$ cat src/rtl/fg_config_ctrl.sv
// Byte-wide configuration front end: host bytes land in a shadow copy and are
// made live atomically on commit, deferred to a sample boundary while running.
module fg_config_ctrl #(
    parameter int                             CONFIG_REG_BITWIDTH = 64,
    parameter int                             ADDR_BITWIDTH       = 3,
    parameter logic [CONFIG_REG_BITWIDTH-1:0] RESET_CONFIG        = '0,
    parameter int                             TIMEOUT_BITWIDTH    = 16,
    parameter int                             PENDING_TIMEOUT     = 0
) (
    input  logic                           clk_i,
    input  logic                           rst_i,
    input  logic                           wrEn_i,
    input  logic [ADDR_BITWIDTH-1:0]       addr_i,
    input  logic [7:0]                     data_i,
    input  logic                           commit_i,
    input  logic                           enable_i,
    input  logic                           strobe_i,
    input  logic                           rdSel_i,
    input  logic [ADDR_BITWIDTH-1:0]       rdAddr_i,
    output logic                           ready_o,
    output logic [CONFIG_REG_BITWIDTH-1:0] CR_bus_o,
    output logic                           outputEnable_o,
    output logic                           commitDone_o,
    output logic                           timeout_o,
    output logic [7:0]                     rdData_o
);

    localparam int NUM_BYTES = CONFIG_REG_BITWIDTH / 8;
    localparam logic [TIMEOUT_BITWIDTH-1:0] WD_LAST = TIMEOUT_BITWIDTH'(PENDING_TIMEOUT - 1);

    typedef enum logic {
        ST_IDLE,
        ST_PENDING
    } state_t;

    state_t                         state_q, state_d;
    logic [CONFIG_REG_BITWIDTH-1:0] shadow_q, shadow_d;
    logic [CONFIG_REG_BITWIDTH-1:0] active_q, active_d;
    logic [TIMEOUT_BITWIDTH-1:0]    wd_q, wd_d;
    logic                           timeout_q, timeout_d;
    logic                           apply_q, apply_d;
    logic                           commit_done_q;
    logic                           out_en_q;
    logic [7:0]                     rd_data_q, rd_data_d;

    logic                           wr_ok;
    logic [CONFIG_REG_BITWIDTH-1:0] shadow_wr;
    logic [CONFIG_REG_BITWIDTH-1:0] rd_src;
    logic [7:0]                     rd_bytes [NUM_BYTES];

    assign wr_ok  = wrEn_i && (state_q == ST_IDLE);
    assign rd_src = rdSel_i ? active_q : shadow_q;

    // Same-cycle write is merged here so a commit copies the updated byte.
    generate
        for (genvar gi = 0; gi < NUM_BYTES; gi++) begin : g_bytes
            assign shadow_wr[gi*8 +: 8] = (wr_ok && (addr_i == ADDR_BITWIDTH'(gi)))
                                          ? data_i : shadow_q[gi*8 +: 8];
            assign rd_bytes[gi] = rd_src[gi*8 +: 8];
        end
    endgenerate

    assign rd_data_d = rd_bytes[rdAddr_i];

    always_comb begin
        state_d   = state_q;
        shadow_d  = shadow_wr;
        active_d  = active_q;
        wd_d      = wd_q;
        timeout_d = timeout_q;
        apply_d   = 1'b0;
        case (state_q)
            ST_IDLE: begin
                if (commit_i) begin
                    if (!out_en_q) begin
                        active_d = shadow_wr;
                        apply_d  = 1'b1;
                    end else begin
                        state_d = ST_PENDING;
                        wd_d    = '0;
                    end
                end
            end
            ST_PENDING: begin
                shadow_d = shadow_q;
                if (!out_en_q || strobe_i) begin
                    active_d = shadow_q;
                    apply_d  = 1'b1;
                    state_d  = ST_IDLE;
                end else if ((PENDING_TIMEOUT != 0) && (wd_q == WD_LAST)) begin
                    active_d  = shadow_q;
                    apply_d   = 1'b1;
                    timeout_d = 1'b1;
                    state_d   = ST_IDLE;
                end else if (wd_q != '1) begin
                    wd_d = wd_q + 1'b1;
                end
            end
            default: state_d = ST_IDLE;
        endcase
    end

    always_ff @(posedge clk_i) begin
        if (rst_i) begin
            state_q       <= ST_IDLE;
            shadow_q      <= RESET_CONFIG;
            active_q      <= RESET_CONFIG;
            wd_q          <= '0;
            timeout_q     <= 1'b0;
            apply_q       <= 1'b0;
            commit_done_q <= 1'b0;
            out_en_q      <= 1'b0;
            rd_data_q     <= '0;
        end else begin
            state_q       <= state_d;
            shadow_q      <= shadow_d;
            active_q      <= active_d;
            wd_q          <= wd_d;
            timeout_q     <= timeout_d;
            apply_q       <= apply_d;
            commit_done_q <= apply_q;
            out_en_q      <= enable_i;
            rd_data_q     <= rd_data_d;
        end
    end

    assign ready_o        = (state_q == ST_IDLE);
    assign CR_bus_o       = active_q;
    assign outputEnable_o = out_en_q;
    assign commitDone_o   = commit_done_q;
    assign timeout_o      = timeout_q;
    assign rdData_o       = rd_data_q;

endmodule

$ cat config.mk
export PLATFORM = sky130hd
export DESIGN_NAME = fg_config_ctrl
export DESIGN_NICKNAME = d
export VERILOG_FILES = /design/src/rtl/fg_config_ctrl.sv
export SDC_FILE = /design/constraint.sdc
export NUM_CORES = 1
export LEC_CHECK = 0
export CELL_PAD_IN_SITES_DETAIL_PLACEMENT = 1
export CELL_PAD_IN_SITES_GLOBAL_PLACEMENT = 2
export CORE_AREA = 2 2 133 135
export CTS_CLUSTER_SIZE = 24
export DETAILED_ROUTE_END_ITERATION = 16
export DIE_AREA = 0 0 135 137
export GPL_ROUTABILITY_DRIVEN = 0
export GPL_TIMING_DRIVEN = 0
export PLACE_DENSITY_LB_ADDON = 0.25
export REMOVE_ABC_BUFFERS = 1
export SLEW_MARGIN = 30
export SYNTH_ARGS = -nofsm -noshare
export SYNTH_HDL_FRONTEND = slang
export SYNTH_SLANG_ARGS = --single-unit
$ cat constraint.sdc
create_clock -name clk_i -period 5.1 [get_ports clk_i]
set_input_delay 1.02 -clock clk_i [delete_from_list [all_inputs] [get_ports clk_i]]
set_output_delay 1.02 -clock clk_i [all_outputs]
set_load 0.05 [all_outputs]
## Yosys cells after proc, flatten, opt, wreduce, memory -nomap -nowiden

Cells that the tools add are included.

- $add $sub $neg: 0
- $mul: 0
- Div/mod/pow operators: 0
- $lt $le $gt $ge: 1
- Equal/unequal tests: 10
- Shifts and indexed selects: 0
- Muxes and demuxes: 24
- Bitwise gates (word level): 2
- Reduce and logical (&&, ||, !) cells: 13

Operators by type and width:

| kind | number |
|---|---|
| two-way mux 64 bit | 4 |
| case mux 64 bit (2 select lines) | 1 |
| two-way mux 8 bit | 10 |
| binary-select mux 8 bit (select 3 bit) | 1 |
| == test 3 bit (second input constant) | 4 |
| logical AND 1 bit | 9 |
| == test 3 x 2 -> 1 bit (second input constant) | 2 |
| two-way mux 1 bit | 6 |
| greater-or-equal comparator 4 bit (second input constant) | 1 |
| inequality test 2 bit (second input constant) | 2 |
| NOT 3 -> 4 bit | 1 |
| case mux 1 bit (2 select lines) | 2 |
| == test 3 x 1 -> 1 bit (second input constant) | 1 |
| logical NOT 3 bit | 1 |
| AND reduction 3 bit | 1 |
| inequality test 2 x 1 -> 1 bit (second input constant) | 1 |
| logical NOT 1 bit | 1 |
| logical OR 1 bit | 1 |
| NOT 1 bit | 1 |

- Flip-flop bits (word level): 140
- Bits in latches: 0
- Bits in writable memories: 0
- ROM bits: 0
- Input port bits: 21
- Output and inout bits: 76
- Memories: 0

## Logic depth before layout (Yosys ltp)

- Depth in word-level cells: 7
- Mapped depth: 7

## Worst setup path after synthesis

OpenSTA, ideal clock, no wires.

- Kind: input to register
- From: input rdSel_i
- To: register rd_data_q[1], in the netlist rdData_o[1]
- Setup time: 122 ps
- Arrival: 2290 ps
- Data required time: 4978 ps
- Slack: 2688 ps
- Stages: 6
- Cells stage by stage: buf_4 buf_2 mux2i_1 a22oi_1 a22o_1 a221o_1

- Word-level cells in the longest chain between the ends: 4

RTL lines:

| item | RTL line | RTL |
|---|---|---|
| start: declaration | 18 | `input logic rdSel_i,` |
| two-way mux 64 bit | 52 | `assign rd_src = rdSel_i ? active_q : shadow_q;` |
| binary-select mux 8 bit (select 3 bit) | 63 | `assign rd_data_d = rd_bytes[rdAddr_i];` |
| two-way mux 8 bit (implied by the code) (2 in series) | 63 |  |
| end signal: assignment | 123 | `rd_data_q <= rd_data_d;` |
| end: declaration | 44 | `logic [7:0] rd_data_q, rd_data_d;` |

No other way between the ends. The select of a mux whose other input is x is not followed.
A chain may end at the register's enable or synchronous reset.

## Worst setup path in the final report

- From: register state_q
- To: output ready_o

- Word-level cells in the longest chain between the ends: 1

RTL lines:

| item | RTL line | RTL |
|---|---|---|
| start: declaration | 36 | `state_t state_q, state_d;` |
| start signal: assignment | 115 | `state_q <= state_d;` |
| NOT 1 bit | - |  |
| end: declaration | 20 | `output logic ready_o,` |

No other way between the ends.

==> qor.txt <==
Minimum clock period -> 2.86 ns
Synth Cell Area -> 5840 µm²
CP Class -> flop to output pin
Global-route wire length before repair -> 26,700 µm
Prevailing post-synth register cell -> dfxtp_1
Post-synthesis mux area share -> 24.3%
Vias in the first global route -> 4,689
Initial DRC Count -> 207
Post_cts resized -> 0
CTS max path bufs -> 2
Clock slew at reported path FFs -> 0.06 ns
Synth top cells by count -> dfxtp_1 (140), nor2_1 (132), mux2i_1 (81), a211oi_1 (56), clkbuf_1 (28)
Port bufs -> 95
RSZ-0062 raised after global routing -> false
Setup crit end kind -> output pin
Ys Warns -> 0
Non-Filler Instances -> 855
Total GRT Usage -> 19.2%
Clk_skew -> 0.00902 ns
CP max FO -> 6
GRT overflow -> 0
Max-slew violations -> 0
Worst EP arrival -> 1.84 ns
Hpwl dp -> 11,000 µm
Hold_buf cts -> 0
Fin nets -> 638
Fin. Hold Viols -> 0
Final setup viols -> 0
Synth cell types -> 35
Antenna cells -> 0
Post-synth top area cell -> dfxtp_1
Max IR drop VDD -> 0.261 mV
ANT nets after route -> 0
Root buffer cell -> clkbuf_16
Outcome -> completed
Ports -> 97
Period utilization -> 56.2%
DRC violations left -> 0
P_leak -> 2.95 nW
Asr flop ratio synth -> 0%
CTS tree -> built
H-tree depth -> 4
Critical Path RT -> 4.08 ns
Post-synthesis sequential area ratio -> 48.0%
Hold Crit Class -> flop to flop
Wire per inst -> 19.7 µm
Synth top area cells -> dfxtp_1 (48%), mux2i_1 (14%), mux4_2 (10%)
Routed vias/inst -> 5.15
Slew headroom -> 44.3%
Synth Area in Compound Gates -> 11.5%
Worst Setup Start Kind -> flop
Die Y -> 137 µm
Post-Synthesis Cells -> 543
Most numerous cell in the Yosys netlist -> dfxtp_1
Chip width -> 135 µm
Worst skew pair latency -> 0.42 ns
Utilization after layout -> 44.9%
Initial core utilization -> 34.2%
Fillers -> 1,859
Syn_area_per_cell -> 10.8 µm²
Xor-xnor portion of the synthesized cell area -> 0%
Post-CTS Repair Setup Buffers -> 0
Max-cap viol count -> 0
1st-pass router iterations -> 4
Pwr dens -> 382 nW/µm²
Clock Sinks -> 140
Via Count -> 4,404
Share of layout cells above drive strength 1 -> 13.7%
Number of flops mapped to enable cells by yosys -> 0
Layout area overhead -> 31.1%
Synth Register Bits -> 140
Worst-Margin Slew -> 0.832 ns
Placed Cells incl. Taps -> 823
Adder-Cell Fraction of Synth Area -> 0%
Cts bufs inserted -> 17
Post-synth top area share -> 48.0%
Simple-gate share of the synthesized area -> 12.1%
Largest family of logic cells by synthesized area -> multiplexers
Total die area -> 18,500 µm²
Fmax -> 349 MHz
Detailed-route wire length -> 16,900 µm
Core area -> 17,100 µm²
Rows -> 48
Antenna violations before repair -> 0
Largest net degree at the start of global routing -> 89
[cells by family after synthesis]
logic type,Yosys count
and+or+nand+nor,159
DFF,140
muxes,108
AOI/OAI and AO/OA,84
buffers and inverters,51
other,1
[final timing paths]
path	slack [ns]	end	from	cells after the start
setup / recovery	2.24	ready_o	state_q	2
hold / removal	0.44	commitDone_o	apply_q	1
setup reg to reg	3.19	CR_bus_o[12]	state_q	4
hold reg to reg	0.44	commitDone_o	apply_q	1
[cell usage in the layout (no fill, tap or decap), types with 5 or more instances in the layout]
cell	n
nor2_1	132
clkbuf_16	17
a211oi_2	8
buf_16	6
mux2i_1	81
mux4_2	27
nor2b_1	6
a211oi_1	56
clkinv_2	5
dfxtp_1	140
clkdlybuf4s50_1	91
[flip-flops by register name, indices dropped and copies added (netlist names)]
register,cells
commitDone_o,1
rdData_o,8
outputEnable_o,1
state_q,1
shadow_q,64
apply_q,1
CR_bus_o,64
[layout make-up]
| class | count | area [µm²] | share of cell area (%) |
|---|---|---|---|
| Clock inverter | 12 | 146 | 1.91 |
| Sequential cell | 140 | 2800 | 36.6 |
| Inverter | 2 | 7.51 | 0.0981 |
| Multi-Input combinational cell | 352 | 2820 | 36.8 |
| Clock buffer | 20 | 447 | 5.84 |
| Tap cell | 225 | 282 | 3.68 |
| Timing Repair Buffer | 104 | 1150 | 15.1 |
[metrics by stage]
step	setup WS [ns]	hold slack (ns)	setup TNS, ns	total power, W	cell area (µm²)
2_1_floorplan	-1.47	0.414	-90.42	0.00150	5610
3_3_place_gp	-4.62	0.421	-317.61	0.00170	6840
3_5_place_dp	1.88	0.432	0	0.00170	7060
4_1_cts	2.21	0.446	0	0.00296	7650
5_1_grt	2.17	0.472	0	0.00304	7650
6_report	2.24	0.440	0	0.00292	7650
[metal layers]
layer	vias to the layer above	routed length, µm	track usage (%)
li1	2102	-	-
met1	2205	7840	24.8
met3	10	603	4.19
met4	0	112	4.86
met2	87	8310	32.9
met5	-	0	0
[worst max-delay path, stage by stage, from the launching register on]
cell and delay [ns]:
dfxtp_1 0.37, inv_1 0.21, clkdlybuf4s50_1 0.84
[report_power, final]
part           switching (W)  internal (W)
combinational       0.000308      0.000182
clock               0.000469      0.000778
sequential         0.0000405       0.00115
total               0.000818       0.00211
Note: power is estimated with default switching activity, not from simulation.
